`src/rtl/engine_multiply_sequencer.sv`:
```
// Request front-end for the shift-add multiply engine: tagged request FIFO, single-issue FSM, tagged response.
// Optional feature macro SIGNED_MULT_EN adds req_signed and sign-magnitude handling around the engine.
module engine_multiply_sequencer #(
    parameter int WIDTH     = 32,
    parameter int DEPTH     = 4,
    parameter int TAG_WIDTH = 4
) (
    input  logic                   clock,
    input  logic                   clock_areset_n,
    input  logic                   req_valid,
    output logic                   req_ready,
    input  logic [WIDTH-1:0]       req_a,
    input  logic [WIDTH-1:0]       req_b,
    input  logic [TAG_WIDTH-1:0]   req_tag,
`ifdef SIGNED_MULT_EN
    input  logic                   req_signed,
`endif
    output logic                   rsp_valid,
    input  logic                   rsp_ready,
    output logic [2*WIDTH-1:0]     rsp_result,
    output logic [TAG_WIDTH-1:0]   rsp_tag,
    output logic                   eng_clock_sreset,
    output logic [WIDTH-1:0]       eng_dataa,
    output logic [WIDTH-1:0]       eng_datab,
    output logic                   eng_go,
    input  logic                   eng_busy,
    input  logic                   eng_result_valid,
    input  logic [2*WIDTH-1:0]     eng_result
);

    localparam int PTR_W = $clog2(DEPTH);

    typedef enum logic [1:0] {S_IDLE, S_ISSUE, S_WAIT, S_RESP} state_t;

    state_t                 state_q, state_d;
    logic [1:0]             sreset_q;
    logic [PTR_W:0]         wr_ptr_q, wr_ptr_d;
    logic [PTR_W:0]         rd_ptr_q, rd_ptr_d;
    logic [WIDTH-1:0]       op_a_q, op_a_d;
    logic [WIDTH-1:0]       op_b_q, op_b_d;
    logic [TAG_WIDTH-1:0]   tag_q, tag_d;
    logic                   rsp_valid_q, rsp_valid_d;
    logic [2*WIDTH-1:0]     rsp_result_q, rsp_result_d;
    logic [TAG_WIDTH-1:0]   rsp_tag_q, rsp_tag_d;

    logic [WIDTH-1:0]       fifo_a_q   [DEPTH];
    logic [WIDTH-1:0]       fifo_b_q   [DEPTH];
    logic [TAG_WIDTH-1:0]   fifo_tag_q [DEPTH];

    logic                   full, empty, push, pop;
    logic [WIDTH-1:0]       head_a, head_b;
    logic [TAG_WIDTH-1:0]   head_tag;

    // The FSM never waits on busy; result_valid alone marks completion.
    logic                   unused_busy;
    assign unused_busy = eng_busy;

`ifdef SIGNED_MULT_EN
    logic                   fifo_sgn_q [DEPTH];
    logic                   head_sgn;
    logic                   sign_q, sign_d;

    // Two's complement magnitude; the most negative value maps to 2^(WIDTH-1) unsigned.
    function automatic logic [WIDTH-1:0] magnitude(input logic [WIDTH-1:0] x);
        return x[WIDTH-1] ? (~x + WIDTH'(1)) : x;
    endfunction

    function automatic logic [2*WIDTH-1:0] negate(input logic [2*WIDTH-1:0] x);
        return ~x + (2*WIDTH)'(1);
    endfunction

    assign head_sgn = fifo_sgn_q[rd_ptr_q[PTR_W-1:0]];
`endif

    assign head_a   = fifo_a_q[rd_ptr_q[PTR_W-1:0]];
    assign head_b   = fifo_b_q[rd_ptr_q[PTR_W-1:0]];
    assign head_tag = fifo_tag_q[rd_ptr_q[PTR_W-1:0]];

    assign empty = (wr_ptr_q == rd_ptr_q);
    assign full  = (wr_ptr_q[PTR_W] != rd_ptr_q[PTR_W]) &&
                   (wr_ptr_q[PTR_W-1:0] == rd_ptr_q[PTR_W-1:0]);

    assign eng_clock_sreset = sreset_q[1];
    assign req_ready        = !full && !sreset_q[1];
    assign push             = req_valid && req_ready;

    assign eng_go     = (state_q == S_ISSUE);
    assign eng_dataa  = op_a_q;
    assign eng_datab  = op_b_q;
    assign rsp_valid  = rsp_valid_q;
    assign rsp_result = rsp_result_q;
    assign rsp_tag    = rsp_tag_q;

    always_comb begin
        state_d      = state_q;
        op_a_d       = op_a_q;
        op_b_d       = op_b_q;
        tag_d        = tag_q;
        rsp_valid_d  = rsp_valid_q;
        rsp_result_d = rsp_result_q;
        rsp_tag_d    = rsp_tag_q;
        pop          = 1'b0;
`ifdef SIGNED_MULT_EN
        sign_d       = sign_q;
`endif
        case (state_q)
            S_IDLE: begin
                if (!empty && !rsp_valid_q) begin
                    state_d = S_ISSUE;
`ifdef SIGNED_MULT_EN
                    op_a_d  = head_sgn ? magnitude(head_a) : head_a;
                    op_b_d  = head_sgn ? magnitude(head_b) : head_b;
`else
                    op_a_d  = head_a;
                    op_b_d  = head_b;
`endif
                end
            end
            S_ISSUE: begin
                pop     = 1'b1;
                tag_d   = head_tag;
`ifdef SIGNED_MULT_EN
                sign_d  = head_sgn && (head_a[WIDTH-1] ^ head_b[WIDTH-1]);
`endif
                state_d = S_WAIT;
            end
            S_WAIT: begin
                if (eng_result_valid) begin
`ifdef SIGNED_MULT_EN
                    rsp_result_d = sign_q ? negate(eng_result) : eng_result;
`else
                    rsp_result_d = eng_result;
`endif
                    rsp_tag_d    = tag_q;
                    rsp_valid_d  = 1'b1;
                    state_d      = S_RESP;
                end
            end
            S_RESP: begin
                if (rsp_ready) begin
                    rsp_valid_d = 1'b0;
                    state_d     = S_IDLE;
                end
            end
            default: state_d = S_IDLE;
        endcase

        wr_ptr_d = push ? wr_ptr_q + (PTR_W+1)'(1) : wr_ptr_q;
        rd_ptr_d = pop  ? rd_ptr_q + (PTR_W+1)'(1) : rd_ptr_q;
    end

    always_ff @(posedge clock or negedge clock_areset_n) begin
        if (!clock_areset_n) begin
            state_q      <= S_IDLE;
            sreset_q     <= 2'b11;
            wr_ptr_q     <= '0;
            rd_ptr_q     <= '0;
            op_a_q       <= '0;
            op_b_q       <= '0;
            tag_q        <= '0;
            rsp_valid_q  <= 1'b0;
            rsp_result_q <= '0;
            rsp_tag_q    <= '0;
`ifdef SIGNED_MULT_EN
            sign_q       <= 1'b0;
`endif
        end else begin
            state_q      <= state_d;
            sreset_q     <= {sreset_q[0], 1'b0};
            wr_ptr_q     <= wr_ptr_d;
            rd_ptr_q     <= rd_ptr_d;
            op_a_q       <= op_a_d;
            op_b_q       <= op_b_d;
            tag_q        <= tag_d;
            rsp_valid_q  <= rsp_valid_d;
            rsp_result_q <= rsp_result_d;
            rsp_tag_q    <= rsp_tag_d;
`ifdef SIGNED_MULT_EN
            sign_q       <= sign_d;
`endif
        end
    end

    // FIFO storage is data only; occupancy lives entirely in the pointers.
    always_ff @(posedge clock) begin
        if (push) begin
            fifo_a_q[wr_ptr_q[PTR_W-1:0]]   <= req_a;
            fifo_b_q[wr_ptr_q[PTR_W-1:0]]   <= req_b;
            fifo_tag_q[wr_ptr_q[PTR_W-1:0]] <= req_tag;
`ifdef SIGNED_MULT_EN
            fifo_sgn_q[wr_ptr_q[PTR_W-1:0]] <= req_signed;
`endif
        end
    end

endmodule

```
`config.mk`:
```
export PLATFORM = sky130hd
export DESIGN_NAME = engine_multiply_sequencer
export DESIGN_NICKNAME = d
export VERILOG_FILES = /design/src/rtl/engine_multiply_sequencer.sv
export SDC_FILE = /design/constraint.sdc
export NUM_CORES = 1
export LEC_CHECK = 0
export ABC_AREA = 0
export BUFFER_PORTS_ARGS = -buffer_cell sky130_fd_sc_hd__buf_4
export CAP_MARGIN = 0
export CORE_UTILIZATION = 60
export DETAILED_ROUTE_END_ITERATION = 8
export PLACE_DENSITY = 0.81
export SETUP_SLACK_MARGIN = 0.4
export SYNTH_ARGS = -nofsm -noshare
export SYNTH_HDL_FRONTEND = slang
export SYNTH_SLANG_ARGS = --single-unit
```
`constraint.sdc`:
```
create_clock -name clock -period 5.8 [get_ports clock]
set_input_delay 0.29 -clock clock [delete_from_list [all_inputs] [get_ports clock]]
set_output_delay 0.29 -clock clock [all_outputs]
set_load 0.02 [all_outputs]
```
==> impl_metrics.env, run 1 <==
export IMPL_run_status="finished clean"
export IMPL_dr_total_vias=8250
export IMPL_power_mw=10.70
export IMPL_cts_max_level=2
export IMPL_cp_max_fo=68
export IMPL_start_util_pct=61.84
export IMPL_maxSlewViolCount=0
export IMPL_fp_dieW_microns=164.0
export IMPL_cts_sinks=419
export IMPL_async_flop_share_pct=35.08
export IMPL_pin_count=274
export IMPL_synth_area_leader_cell="edfxtp_1"
export IMPL_fin_nets=1271
export IMPL_reg2reg_depth=3
export IMPL_ir_worst_vdd_uv=451.0
export IMPL_area_delta_synth_final_pct=31.27
export IMPL_antenna_found_initial=1
export IMPL_std_cell_rows=58
export IMPL_dieHeight_microns=164.0
export IMPL_cts_buffers=41
export IMPL_die_area_sq_mm=0.02690
export IMPL_wl_microns=34820
export IMPL_drc=0
export IMPL_drt_wirelength_per_cell_microns=23.42
export IMPL_setup_viol=0
export IMPL_postCtsSetupRepairBufs=0
export IMPL_cp_required_ns=5.94
export IMPL_grt_pass1_wl_microns=52450
export IMPL_synth_commonest_cells="edfxtp_1, dfrtp_1, mux2_2"
export IMPL_first_pass_iters=5
export IMPL_synth_top_cell_area_share_pct=51.85
export IMPL_synth_area_sq_mm=0.01575
export IMPL_yosysMostFrequentCell="edfxtp_1"
export IMPL_synth_area_leaders="edfxtp_1, dfrtp_1, mux4_2"
export IMPL_whs_path_depth=3
export IMPL_ys_warn_count=0
export IMPL_grt_max_degree=99
export IMPL_drt_iter0_drc=532
export IMPL_clk_latency_ns=0.53
export IMPL_leakage_nw=8.118
export IMPL_syn_area_per_cell_sq_um=22.50
export IMPL_ant_nets=0
export IMPL_drv_cap=0
export IMPL_cts_tree="built"
export IMPL_clk_pin_slew_worst_paths_ns=0.06
export IMPL_place_gp_congestion=0.8305
export IMPL_ys_types=29
export IMPL_synth_edf_count=272
export IMPL_hold_viol=0
export IMPL_fin_crit_sh_pct=50.44
export IMPL_worst_pin_slew_ns=1.093
export IMPL_critPathCaptureType="flop"
export IMPL_rsz0062_at_grt="no"
export IMPL_coreArea_sq_mm=0.02547
export IMPL_ys_flop_type="edfxtp_1"
export IMPL_port_buffers=272
export IMPL_start_kind="flop"
export IMPL_grt_overflow_total=0
export IMPL_crit_type="reg2reg"
export IMPL_finClkSkew_ns=0.007175
export IMPL_syn_inst=700
export IMPL_cts_root_buf="clkbuf_16"
export IMPL_ctsResizeCount=0
export IMPL_placed_area_sq_mm=0.01804
export IMPL_worst_ep_arrival_time_ns=3.07
export IMPL_min_path_type="in2reg"
export IMPL_fin_area_sq_mm=0.02068
export IMPL_finalCriticalPeriod_ns=2.925
export IMPL_maxSlewHeadroom_pct=27.15
export IMPL_p_per_area_mw_per_mm2=517.5
export IMPL_cts_path_max_buffers=3
export IMPL_hpwl_microns=18300
export IMPL_grt_usage_pct=26.63
export IMPL_grt_pass1_vias=8968
export IMPL_setup_tns_ns=0
export IMPL_drt_vias_per_instance=5.548
export IMPL_synth_seq_area_share_pct=75.22
export IMPL_final_cells=1487
export IMPL_numPlacedInstances=1277
export IMPL_fmax_ghz=0.3418
export IMPL_ys_seq_elements=419
export IMPL_drive_above_1_share_pct=47.84
export IMPL_synth_fp_nets=848
==> final timing paths <==
| kind | startpoint | slack [ns] | to |
|---|---|---|---|
| min in group asynchronous | clock_areset_n | 0.52 | rsp_result[58]$_DFFE_PN0P_ |
| max reg2reg | rd_ptr_q[0]$_DFFE_PN0P_ | 2.87 | fifo_a_q[1][20]$_DFFE_PP_ |
| max in group asynchronous | clock_areset_n | 3.91 | rd_ptr_q[0]$_DFFE_PN0P_ |
| max | rd_ptr_q[0]$_DFFE_PN0P_ | 2.87 | fifo_a_q[1][20]$_DFFE_PP_ |
| min | eng_result_valid | 0.10 | rsp_valid$_DFFE_PN0P_ |
| min reg2reg | sreset_q[0]$_DFF_PN1_ | 0.36 | sreset_q[1]$_DFF_PN1_ |
==> critical path, stage by stage, from the launching register on <==
cell	delay (ns)
dfrtp_4	0.72
xnor2_1	0.19
a311oi_2	0.59
and2_4	0.93
==> logic make-up (layout without fill, tap and decap cells) <==
| family | after synthesis | count (layout) | synth area share (%) |
|---|---|---|---|
| multiplexers | 207 | 207 | 21.08 |
| adder cells (fa/ha/maj) | 10 | 10 | 0.7943 |
| flip-flops | 419 | 419 | 75.22 |
| AO/OA/AOI/OAI | 8 | 8 | 0.3812 |
| buffers and inverters | 37 | 493 | 1.676 |
| AND/OR/NAND/NOR | 11 | 11 | 0.4289 |
| XOR/XNOR | 7 | 7 | 0.3892 |
| other | 1 | 2 | 0.02381 |
==> state kept, by name, summed over array words and instances, names as in the netlist <==
signal and flops:
fifo_a_q 128, fifo_b_q 128, rsp_result 64, eng_dataa 32, eng_datab 32, fifo_tag_q 16
rsp_tag 4, tag_q 4, rd_ptr_q 3, wr_ptr_q 3, sreset_q 2, state_q 2
rsp_valid 1
==> final cells by class <==
type                    count  area, sq um
fillers                  1159         4796
clock buffers              57         1159
clock inverters            19        143.9
diodes                      1        2.502
repair buffers            411         3422
well taps                 330        412.9
inverters                   6        22.52
flip-flops and latches    419        11860
multi-input cells         244         3657
==> power breakdown <==
| group | internal, mW | total [mW] | switching, mW |
|---|---|---|---|
| combinational | 1.91 | 3.71 | 1.80 |
| sequential | 3.97 | 4.43 | 0.459 |
| clock | 1.49 | 2.57 | 1.08 |
==> cell usage in the layout, fill, tap and decap left out, types with 3 or more instances in the layout <==
| cell type | n |
|---|---|
| and2_4 | 4 |
| buf_4 | 277 |
| clkbuf_1 | 11 |
| clkbuf_16 | 43 |
| clkbuf_8 | 3 |
| clkinv_1 | 8 |
| clkinv_2 | 6 |
| dfrtp_1 | 143 |
| dlygate4sd3_1 | 133 |
| edfxtp_1 | 272 |
| ha_1 | 10 |
| inv_1 | 6 |
| mux2_2 | 78 |
| mux2_4 | 60 |
| mux4_2 | 68 |
| o21ai_0 | 3 |
| xnor2_1 | 4 |
| xor2_1 | 3 |
==> through the flow <==
stage | setup WS (ns) | util, % | hold WS (ns)
4_1_cts | 2.794 | 81.16 | 0.08260
6_report | 2.875 | 81.17 | 0.1021
5_1_grt | 2.672 | 81.17 | 0.09881
2_1_floorplan | 2.587 | - | -0.005591
3_5_place_dp | 2.808 | 70.82 | 0.3500
3_3_place_gp | 2.883 | 70.82 | 0.3466
==> layer usage <==
metal	global-route usage (%)	up-vias	share of wire [%]
met5	0	-	0
met4	9.259	0	3.2
met3	5.278	67	6.3
met2	45.84	291	51
met1	34.03	4297	40
li1	-	3595	-
==> timing repair <==
action | CTS | global route
setup endpoints to repair | 0 | 0
hold buffers | 133 | 0
hold endpoints to repair | 433 | 0
Power figures use the tool's default switching activity.
==> inputs of run 2 (changes only) <==
Settings changed: CORE_UTILIZATION 60 to 50, PLACE_DENSITY 0.81 to 0.71.
Clock period 5.8 ns to 2.4 ns, I/O delays scaled along.
==> run 2 against run 1 <==
- flip-flop and latch count is the same
- power grew to 2.5 times the previous value
- design area rose by 4.6%
- clock-buffer cell count down 1
- sequential power rose by 140%
- critical endpoint is now eng_dataa[13]$_DFFE_PN0P_
- utilization down 11 points
- the flow now finishes with violations (DRC)
- setup slack got worse by 2.5 ns
- combinational power grew to 2.6 times the previous value
- clock power grew to 2.6 times the previous value
- die area is 20% higher
==> impl_metrics.env, run 2 (synthesis results as in run 1) <==
export IMPL_grt_overflow_total=0
export IMPL_leakage_nw=8.498
export IMPL_hpwl_microns=18430
export IMPL_critPathCaptureType="flop"
export IMPL_r2r_end="eng_dataa[13]$_DFFE_PN0P_"
export IMPL_drc=66
export IMPL_grt_usage_pct=21.46
export IMPL_multi_input_area_sq_mm=0.003726
export IMPL_start_util_pct=51.09
export IMPL_port_buffers=272
export IMPL_finClkSkew_ns=0.02137
export IMPL_cp_required_ns=2.81
export IMPL_crit_start="rd_ptr_q[0]$_DFFE_PN0P_"
export IMPL_dr_total_vias=8215
export IMPL_setup_tns_ns=0
export IMPL_rsz0062_at_grt="yes"
export IMPL_drive_above_1_share_pct=50.00
export IMPL_maxSlewHeadroom_pct=66.66
export IMPL_fmax_ghz=0.4982
export IMPL_grt_max_degree=71
export IMPL_combPwrFrac_pct=36.4
export IMPL_reg2reg_depth=7
export IMPL_num_fill_cells=1897
export IMPL_cts_max_level=2
export IMPL_pin_count=274
export IMPL_start_kind="flop"
export IMPL_die_area_sq_mm=0.03222
export IMPL_cts_root_buf="clkbuf_16"
export IMPL_finalCriticalPeriod_ns=2.007
export IMPL_seq_area_sq_mm=0.01186
export IMPL_cp_max_fo=7
export IMPL_final_cell_mix="buf_4, edfxtp_1, dfrtp_1"
export IMPL_clk_latency_ns=0.53
export IMPL_grt_pass1_vias=9118
export IMPL_p_sw_mw=8.134
export IMPL_rr_startpoint="rd_ptr_q[0]$_DFFE_PN0P_"
export IMPL_final_common_cell="buf_4"
export IMPL_p_per_area_mw_per_mm2=1242
export IMPL_worst_pin_slew_ns=0.5001
export IMPL_placed_area_sq_mm=0.01845
export IMPL_dieHeight_microns=179.5
export IMPL_p_int_mw=18.72
export IMPL_setup_viol=0
export IMPL_first_pass_iters=7
export IMPL_r2r_slack_ns=0.39
export IMPL_cts_path_max_buffers=3
export IMPL_run_status="finished, violations left"
export IMPL_fin_area_sq_mm=0.02163
export IMPL_std_cell_rows=64
export IMPL_use_met1_pct=26.88
export IMPL_violations="DRC"
export IMPL_grt_pass1_wl_microns=52860
export IMPL_cts_buffers=43
export IMPL_drt_iter0_drc=437
export IMPL_cts_tree="built"
export IMPL_pwr_share_seq_pct=39.2
export IMPL_crit_end="eng_dataa[13]$_DFFE_PN0P_"
export IMPL_fin_crit_sh_pct=83.64
export IMPL_worst_ep_arrival_time_ns=2.42
export IMPL_coreArea_sq_mm=0.03083
export IMPL_wl_microns=34750
export IMPL_utilization_pct=70.15
export IMPL_drt_wirelength_per_cell_microns=21.85
export IMPL_power_frac_clock_pct=24.4
export IMPL_hold_viol=0
export IMPL_switching_share_pct=30.29
export IMPL_ir_worst_vdd_uv=664.5
export IMPL_drv_cap=0
export IMPL_min_path_type="in2async"
export IMPL_ant_nets=0
export IMPL_antenna_found_initial=2
export IMPL_grt_met2_usage_pct=37.23
export IMPL_area_delta_synth_final_pct=37.30
export IMPL_cts_sinks=419
export IMPL_clk_pin_slew_worst_paths_ns=0.06
export IMPL_fin_nets=1308
export IMPL_crit_type="reg2reg"
export IMPL_grtUsageMet3_pct=5.511
export IMPL_drt_vias_per_instance=5.167
export IMPL_maxSlewViolCount=0
export IMPL_fp_dieW_microns=179.5
export IMPL_place_gp_congestion=0.6833
export IMPL_busiest_layer="met2"
run 2: cell types whose count changed in the layout (fill, tap and decap cells not counted), moves of 3 or more:
cell | before | now
buf_12 | 0 | 13
buf_16 | 0 | 6
buf_4 | 277 | 281
bufinv_16 | 2 | 5
clkbuf_16 | 43 | 51
mux2_2 | 78 | 75
mux2_4 | 60 | 63
run 2: how the worst min path moves through the flow:
stage,slack [ns],to,cells past startpoint
floorplan,-0.18,eng_dataa[0]$_DFFE_PN0P_,0
global placement,0.08,rsp_result[49]$_DFFE_PN0P_,1
detailed placement,0.08,rsp_result[49]$_DFFE_PN0P_,1
CTS,0.11,rsp_result[49]$_DFFE_PN0P_,2
global route,0.12,rsp_result[58]$_DFFE_PN0P_,2
finish,0.09,rsp_result[58]$_DFFE_PN0P_,2
run 2: cell type report:
type / count / share of cell area (%)
flip-flops and latches: 419 / 54.83
repair buffers: 446 / 19.05
multi-input cells: 244 / 17.23
clock buffers: 56 / 5.386
well taps: 396 / 2.291
clock inverters: 21 / 1.082
inverters: 6 / 0.1041
diodes: 2 / 0.02314
run 2: power by group through the flow:
stage	Clock (mW)	Combinational [mW]	Sequential (mW)
2_1_floorplan	0	4.50	11.8
3_3_place_gp	0	8.98	10.5
3_5_place_dp	0	9.12	10.6
4_1_cts	6.69	9.45	10.5
5_1_grt	6.97	10.4	10.7
6_report	6.56	9.77	10.5
run 2: worst max-delay path, stage by stage (launching register included):
cell and delay, ns:
dfrtp_4 0.53, xnor2_4 0.15, and3b_2 0.24, nor3b_4 0.18
buf_4 0.16, clkbuf_16 0.17, clkbuf_16 0.17, mux2_4 0.30
run 2: repair_timing:
| item | 4_1_cts | 5_1_grt |
|---|---|---|
| pin swaps | 5 | 2 |
| hold buffers | 135 | 0 |
| setup endpoints to repair | 258 | 112 |
| gates cloned | 2 | 9 |
| setup buffers | 5 | 5 |
| endpoints found under the hold margin | 446 | 0 |
| gates resized for setup | 5 | 10 |
run 2: per-stage QoR:
| step | total power, mW | hold slack, ns | instances | setup WS (ns) |
|---|---|---|---|---|
| 2_1_floorplan | 16.30 | -0.1756 | 700 | 0.3611 |
| 3_3_place_gp | 19.49 | 0.08170 | 1355 | 0.2810 |
| 3_5_place_dp | 19.68 | 0.08422 | 1355 | 0.2534 |
| 4_1_cts | 26.61 | 0.1058 | 1574 | 0.3754 |
| 5_1_grt | 28.05 | 0.1245 | 1590 | 0.3430 |
| 6_report | 26.86 | 0.09439 | 1590 | 0.3927 |
run 2: metal layers:
| metal | vias to the layer above | share of wire [%] |
|---|---|---|
| li1 | 3682 | - |
| met1 | 4215 | 41 |
| met2 | 274 | 50 |
| met3 | 44 | 6.8 |
| met4 | 0 | 2.0 |
| met5 | - | 0 |
